==> config.mk <==
export PLATFORM = sky130hd
export DESIGN_NAME = reg_script_engine
export DESIGN_NICKNAME = d
export VERILOG_FILES = /design/src/rtl/reg_script_engine.sv
export SDC_FILE = /design/constraint.sdc
export NUM_CORES = 1
export LEC_CHECK = 0
export ABC_AREA = 0
export BUFFER_PORTS_ARGS = -buffer_cell sky130_fd_sc_hd__buf_2
export CAP_MARGIN = 30
export CORE_MARGIN = 3
export CORE_UTILIZATION = 56
export DETAILED_ROUTE_END_ITERATION = 6
export GPL_TIMING_DRIVEN = 0
export PLACE_DENSITY = 0.77
export SLEW_MARGIN = 20
export SYNTH_ARGS = -nofsm -noshare
export SYNTH_HDL_FRONTEND = slang
export SYNTH_SLANG_ARGS = --single-unit
==> constraint.sdc <==
create_clock -name usb_clk -period 6.6 [get_ports usb_clk]
set_clock_uncertainty 0.05 [all_clocks]
set_input_delay 1.65 -clock usb_clk [delete_from_list [all_inputs] [get_ports usb_clk]]
set_output_delay 1.65 -clock usb_clk [all_outputs]
set_load 0.01 [all_outputs]
==> src/rtl/reg_script_engine.sv <==
// Register-bus script sequencer: runs WRITE / CHECK / POLL / END entries over the byte-wide register bus.
// Optional SCRIPT_CAPTURE_EN keeps the most recent compared read word on last_rdata for debug.
module reg_script_engine #(
    parameter int pADDR_WIDTH   = 8,
    parameter int pBYTECNT_SIZE = 7,
    parameter int pDATA_BYTES   = 4,
    parameter int pDEPTH        = 16,
    parameter int pPOLL_LIMIT   = 1024,
    parameter int pRD_LATENCY   = 1,
    localparam int IW = $clog2(pDEPTH),
    localparam int DW = 8 * pDATA_BYTES,
    localparam int EW = 2 + pADDR_WIDTH + 2 * DW
) (
    input  logic                     usb_clk,
    input  logic                     reset,
    input  logic                     ld_we,
    input  logic [IW-1:0]            ld_idx,
    input  logic [EW-1:0]            ld_entry,
    input  logic                     start,
    input  logic                     abort,
    output logic                     busy,
    output logic                     done,
    output logic                     pass,
    output logic [IW-1:0]            fail_idx,
    output logic [pADDR_WIDTH-1:0]   reg_address,
    output logic [pBYTECNT_SIZE-1:0] reg_bytecnt,
    output logic                     reg_write,
    output logic                     reg_read,
    output logic [7:0]               reg_datao,
    input  logic [7:0]               reg_datai,
    output logic [DW-1:0]            last_rdata
);

    localparam int PW = $clog2(pPOLL_LIMIT + 1);
    localparam logic [1:0] OP_WRITE = 2'b00;
    localparam logic [1:0] OP_CHECK = 2'b01;
    localparam logic [1:0] OP_POLL  = 2'b10;
    localparam logic [IW-1:0]            LAST_IDX  = IW'(pDEPTH - 1);
    localparam logic [pBYTECNT_SIZE-1:0] LAST_BYTE = pBYTECNT_SIZE'(pDATA_BYTES - 1);
    localparam logic [1:0]               RD_LAT    = 2'(pRD_LATENCY);
    localparam logic [PW-1:0]            POLL_MAX  = PW'(pPOLL_LIMIT);

    typedef enum logic [2:0] {
        S_IDLE, S_FETCH, S_WR, S_RD, S_CMP, S_PWAIT, S_DONE
    } state_t;

    state_t                   state;
    logic [IW-1:0]            idx;
    logic [PW-1:0]            poll_cnt;
    logic [1:0]               wcnt;

    logic [EW-1:0]            script_mem [pDEPTH];
    logic [1:0]               cur_op;
    logic [DW-1:0]            cur_data;
    logic [DW-1:0]            cur_mask;
    logic [DW-1:0]            rdata;

    logic [EW-1:0]            fetch_entry;
    logic [1:0]               fetch_op;
    logic [pADDR_WIDTH-1:0]   fetch_addr;
    logic [DW-1:0]            fetch_data;
    logic [DW-1:0]            fetch_mask;
    logic [pBYTECNT_SIZE-1:0] nxt_b;
    logic [7:0]               nxt_wr_byte;
    logic [PW-1:0]            poll_cnt_nxt;
    logic                     rd_capture;
    logic                     last_entry;

    function automatic logic field_match(input logic [DW-1:0] rd,
                                         input logic [DW-1:0] exp,
                                         input logic [DW-1:0] msk);
        return ((rd ^ exp) & msk) == '0;
    endfunction

    assign fetch_entry  = script_mem[idx];
    assign fetch_op     = fetch_entry[EW-1 -: 2];
    assign fetch_addr   = fetch_entry[2*DW +: pADDR_WIDTH];
    assign fetch_data   = fetch_entry[DW +: DW];
    assign fetch_mask   = fetch_entry[0 +: DW];
    assign nxt_b        = reg_bytecnt + pBYTECNT_SIZE'(1);
    assign poll_cnt_nxt = poll_cnt + PW'(1);
    assign rd_capture   = (state == S_RD) && (wcnt == RD_LAT);
    assign last_entry   = (idx == LAST_IDX);

    always_comb begin
        nxt_wr_byte = '0;
        for (int k = 0; k < pDATA_BYTES; k++)
            if (nxt_b == pBYTECNT_SIZE'(k)) nxt_wr_byte = cur_data[8*k +: 8];
    end

    always_ff @(posedge usb_clk) begin
        if (ld_we && !busy) script_mem[ld_idx] <= ld_entry;
    end

    // Entry latch and read-byte assembly; data only, no reset needed
    always_ff @(posedge usb_clk) begin
        if (state == S_FETCH) begin
            cur_op   <= fetch_op;
            cur_data <= fetch_data;
            cur_mask <= fetch_mask;
        end
        for (int k = 0; k < pDATA_BYTES; k++)
            if (rd_capture && reg_bytecnt == pBYTECNT_SIZE'(k)) rdata[8*k +: 8] <= reg_datai;
    end

    always_ff @(posedge usb_clk or posedge reset) begin
        if (reset) begin
            state       <= S_IDLE;
            idx         <= '0;
            poll_cnt    <= '0;
            wcnt        <= '0;
            busy        <= 1'b0;
            done        <= 1'b0;
            pass        <= 1'b0;
            fail_idx    <= '0;
            reg_address <= '0;
            reg_bytecnt <= '0;
            reg_write   <= 1'b0;
            reg_read    <= 1'b0;
            reg_datao   <= '0;
        end else if (abort && busy) begin
            state     <= S_DONE;
            busy      <= 1'b0;
            done      <= 1'b1;
            pass      <= 1'b0;
            fail_idx  <= idx;
            reg_write <= 1'b0;
            reg_read  <= 1'b0;
        end else begin
            case (state)
                S_IDLE, S_DONE: begin
                    state <= S_IDLE;
                    if (start && !abort) begin
                        state    <= S_FETCH;
                        busy     <= 1'b1;
                        done     <= 1'b0;
                        pass     <= 1'b0;
                        fail_idx <= '0;
                        idx      <= '0;
                    end
                end
                S_FETCH: begin
                    reg_address <= fetch_addr;
                    reg_bytecnt <= '0;
                    poll_cnt    <= '0;
                    wcnt        <= '0;
                    if (fetch_op == OP_WRITE) begin
                        state     <= S_WR;
                        reg_write <= 1'b1;
                        reg_datao <= fetch_data[7:0];
                    end else if (fetch_op == OP_CHECK || fetch_op == OP_POLL) begin
                        state    <= S_RD;
                        reg_read <= 1'b1;
                    end else begin
                        state <= S_DONE;
                        busy  <= 1'b0;
                        done  <= 1'b1;
                        pass  <= 1'b1;
                    end
                end
                S_WR: begin
                    if (reg_bytecnt == LAST_BYTE) begin
                        reg_write <= 1'b0;
                        if (last_entry) begin
                            state <= S_DONE;
                            busy  <= 1'b0;
                            done  <= 1'b1;
                            pass  <= 1'b1;
                        end else begin
                            idx   <= idx + IW'(1);
                            state <= S_FETCH;
                        end
                    end else begin
                        reg_bytecnt <= nxt_b;
                        reg_datao   <= nxt_wr_byte;
                    end
                end
                S_RD: begin
                    // One read in flight: strobe, wait out the latency, capture, then next strobe
                    if (wcnt == 2'd0) begin
                        reg_read <= 1'b0;
                        wcnt     <= 2'd1;
                    end else if (wcnt == RD_LAT) begin
                        wcnt <= 2'd0;
                        if (reg_bytecnt == LAST_BYTE) begin
                            state <= S_CMP;
                        end else begin
                            reg_bytecnt <= nxt_b;
                            reg_read    <= 1'b1;
                        end
                    end else begin
                        wcnt <= wcnt + 2'd1;
                    end
                end
                S_CMP: begin
                    if (field_match(rdata, cur_data, cur_mask)) begin
                        if (last_entry) begin
                            state <= S_DONE;
                            busy  <= 1'b0;
                            done  <= 1'b1;
                            pass  <= 1'b1;
                        end else begin
                            idx   <= idx + IW'(1);
                            state <= S_FETCH;
                        end
                    end else if (cur_op == OP_POLL && poll_cnt_nxt != POLL_MAX) begin
                        poll_cnt <= poll_cnt_nxt;
                        state    <= S_PWAIT;
                    end else begin
                        state    <= S_DONE;
                        busy     <= 1'b0;
                        done     <= 1'b1;
                        pass     <= 1'b0;
                        fail_idx <= idx;
                    end
                end
                S_PWAIT: begin
                    state       <= S_RD;
                    reg_read    <= 1'b1;
                    reg_bytecnt <= '0;
                    wcnt        <= '0;
                end
                default: state <= S_IDLE;
            endcase
        end
    end

`ifdef SCRIPT_CAPTURE_EN
    always_ff @(posedge usb_clk or posedge reset) begin
        if (reset)                last_rdata <= '0;
        else if (state == S_CMP)  last_rdata <= rdata;
    end
`else
    assign last_rdata = '0;
`endif

endmodule

==> run_results.csv <==
group,metric,value,unit
outcome,status,"finished with violations",
outcome,violations,"DRC",
floorplanning,rows,110,
worst_setup_path,crit_chain,"clkbuf_1 -> buf_2 -> clkbuf_1 -> buf_6 -> buf_1 -> mux4_2 -> a22oi_1 -> and2_1 -> ha_1 -> o21ai_0 -> o21ai_0 -> a2111oi_0 -> a211oi_1",
worst_setup_path,required,7.12,ns
placement,place_area,56000,µm²
worst_setup_path,r2r_slack,1.67,ns
clock_tree,clk_path_buf_depth,3,
clock_tree,cts_resized,0,
placement,place_ws,1.78,ns
yosys,ys_dominant_reg_cell,"edfxtp_1",
floorplanning,core_area,90700,µm²
drt,via_count,27200,
grt,antenna_found_initial,27,
clock_tree,cts.clk_slew.worst_paths,0.06,ns
worst_setup_path,slowest_delay,0.72,ns
sta,final.setup.tns,0,ns
yosys,syn_area,51600,µm²
yosys,netlist_instances,2438,
placement,dpl.hpwl,86800,µm
pwr,pwr-share-clk,0.326,
cells_and_area,fin_util,0.661,
sta,slew_violations,0,
sta,finalHoldViolations,0,
pwr,intPower,0.0153,W
worst_setup_path,worstSetupPathDepth,13,
grt,grt.total_usage,0.278,
worst_setup_path,start_kind,"register",
cells_and_area,drive_gt1_frac,0.276,
hold_path,holdPathStages,2,
sta,rsz0062_at_grt,"false",
sta,tightest_slew,0.992,ns
yosys,synth_seq_cells,1334,
cells_and_area,final_nets,2932,
yosys,synthTopCellsByArea,"edfxtp_1 75%, mux4_2 13%, dfrtp_1 2.5%",
grt,grt_overflow,0,
yosys,yosys.area.top_type_share,0.746,
drt,ant_nets,0,
floorplanning,ios,155,
drt,routed_wl,131000,µm
floorplanning,dieHeight,309,µm
cells_and_area,area_growth,16.2,%
yosys,yosys_warnings,0,
clock_tree,numCtsBuffers,130,
drt,drt-initial-drc-count,3917,
yosys,yosysSeqAreaShare,0.772,
floorplanning,die-area,95800,µm²
cells_and_area,nFillCells,5581,
yosys,postSynthAreaPerCell,21.2,µm²
grt,grt_max_degree,65,
worst_setup_path,crit_fanout,10,
worst_setup_path,reg2reg_depth,13,
placement,io_buffer_count,122,
pwr,p_sw,0.00574,W
worst_setup_path,crit_arrival,5.44,ns
worst_setup_path,end_kind,"register",
worst_setup_path,setup.worst_path.class,"register to register",
sta,slew_headroom,0.339,
pwr,powerDensity,351,nW/µm²
pwr,ir_worst_vdd,0.000249,V
pwr,swShare,0.273,
worst_setup_path,path_delay_family,"buffers and inverters",
floorplanning,die_x,309,µm
sta,min_period,4.93,ns
clock_tree,cts_sinks,1334,
yosys,yosysMostFrequentCell,"edfxtp_1",
drt,drc,4,
drt,viasPerCell,6.60,
pwr,p_leak,19.3,nW
clock_tree,cts_root_buf,"clkbuf_16",
yosys,synth_area_leader_cell,"edfxtp_1",
yosys,synth_common_cells,"1,282 x edfxtp_1, 290 x mux4_2, 88 x mux2i_1, 79 x o21ai_0, 76 x clkbuf_1",
sta,setup_viol,0,
cells_and_area,multi_input_area,11300,µm²
pwr,pwr-share-comb,0.204,
clock_tree,cts_tree,"done",
placement,gp_congestion,0.903,
sta,final.setup.worst_slack,1.67,ns
drt,drt_pre_antenna_iters,7,
grt,grt_pass1_wl,188000,µm
drt,wl_per_cell,31.7,µm
yosys,synth.distinct_cells,61,
worst_setup_path,cp_slowest_cell,"buf_1",
worst_setup_path,critPathBufInv,5,
pwr,seq_power_share,0.470,
clock_tree,insertion_delay,0.73,ns
sta,fin_crit_sh,0.746,
clock_tree,ctsHoldBuffers,0,
run,maxCapViolCount,0,
clock_tree,htree_levels,4,
yosys,synth_edf_count,1282,
yosys,async_reset_ff_frac,0.0390,
sta,fmax,203,MHz
cells_and_area,stdcell_area,60000,µm²
cells_and_area,regArea,39800,µm²
grt,grt_pass1_vias,27300,
floorplanning,start_util,0.569,
clock_tree,postCtsSetupRepairBufs,0,
hold_path,holdCritPathClass,"register to register",
[worst min-delay path, stage by stage (launching register included)]
cell and delay, ns:
dfrtp_1 0.34, nand2_1 0.05, o21ai_0 0.07
[worst paths after layout]
path,startpoint,endpoint
min in group asynchronous,reset,reg_address[2]$_DFFE_PP0P_
hold reg to reg,reg_address[1]$_DFFE_PP0P_,reg_address[1]$_DFFE_PP0P_
setup reg to reg,idx[1]$_DFFE_PP0P_,state[0]$_DFFE_PP0P_
hold / removal,reg_address[1]$_DFFE_PP0P_,reg_address[1]$_DFFE_PP0P_
max in group asynchronous,reset,wcnt[0]$_DFFE_PP0P_
setup / recovery,idx[1]$_DFFE_PP0P_,state[0]$_DFFE_PP0P_
[flip-flops by register name (all words and copies together), names as in the netlist]
| signal | flops |
|---|---|
| idx | 4 |
| poll_cnt | 11 |
| done | 1 |
| pass | 1 |
| reg_bytecnt | 7 |
| reg_read | 1 |
| wcnt | 2 |
| reg_address | 8 |
| reg_datao | 8 |
| reg_write | 1 |
| fail_idx | 4 |
| cur_op | 2 |
| busy | 1 |
| rdata | 32 |
| cur_mask | 32 |
| state | 3 |
| cur_data | 32 |
| script_mem | 1184 |
[power by group through the flow]
stage                     Sequential, W  Combinational, W  Clock, W
after CTS                       0.00988           0.00425   0.00695
after global routing            0.00990           0.00452   0.00728
after global placement           0.0101           0.00391         0
after floorplan                  0.0100           0.00262         0
after detailed placement         0.0101           0.00419         0
final                           0.00989           0.00429   0.00686
[cell type report]
type	count	share of cell area
Sequential cell	1334	0.664
Multi-Input combinational cell	971	0.188
Clock buffer	167	0.0578
Timing Repair Buffer	231	0.0450
Tap cell	1176	0.0245
Buffer	154	0.0124
Clock inverter	66	0.00745
Inverter	10	0.000710
Antenna cell	13	0.000543
[cell usage in the layout (no fill, tap or decap), types with 5 or more instances in the layout]
cell type  count
edfxtp_1    1282
mux4_2       290
buf_2        149
clkbuf_16    133
clkbuf_1     109
mux2i_1       88
o21ai_0       79
nand2_1       73
a21oi_1       62
dfrtp_1       52
a22oi_1       40
xor2_1        35
nor2_1        34
mux2_2        33
buf_4         33
conb_1        32
buf_16        32
clkinv_1      29
buf_8         28
buf_12        27
a221oi_1      25
buf_6         23
clkinv_2      19
nand3_1       17
buf_1         16
diode_2       13
nor2_4        12
nor2b_1       11
and3_1        10
nand2b_1      10
a2bb2oi_1      9
nand3b_1       9
ha_1           9
inv_1          8
nand4_1        8
inv_6          8
and2_1         7
o22ai_1        6
nor3_1         5
a32o_1         5
[per-stage QoR]
stage	hold WS [ns]	cells	power (W)
after floorplan	0.442	2469	0.0126
after global placement	0.418	3767	0.0140
after detailed placement	0.418	3873	0.0142
after CTS	0.443	4106	0.0211
after global routing	0.468	4111	0.0217
final	0.443	4122	0.0210
[kinds of logic after synthesis]
group	share of synthesized area
multiplexers	0.151
adder cells (fa/ha/maj)	0.00218
AO/OA/AOI/OAI	0.0337
flip-flops	0.772
buffers and inverters	0.0151
XOR/XNOR	0.00628
other	0.0000727
AND/OR/NAND/NOR	0.0199
[routing by layer]
metal  routed length, µm  track usage  up-vias  share of wire
li1                    -            -    10900              -
met1               47900        0.386    14000           0.37
met2               62800        0.436     1912           0.48
met3               15200       0.0671      306           0.12
met4                4630        0.105       22          0.035
met5                 143            0        -         0.0011
No activity file was read; power rests on OpenSTA's default activity.
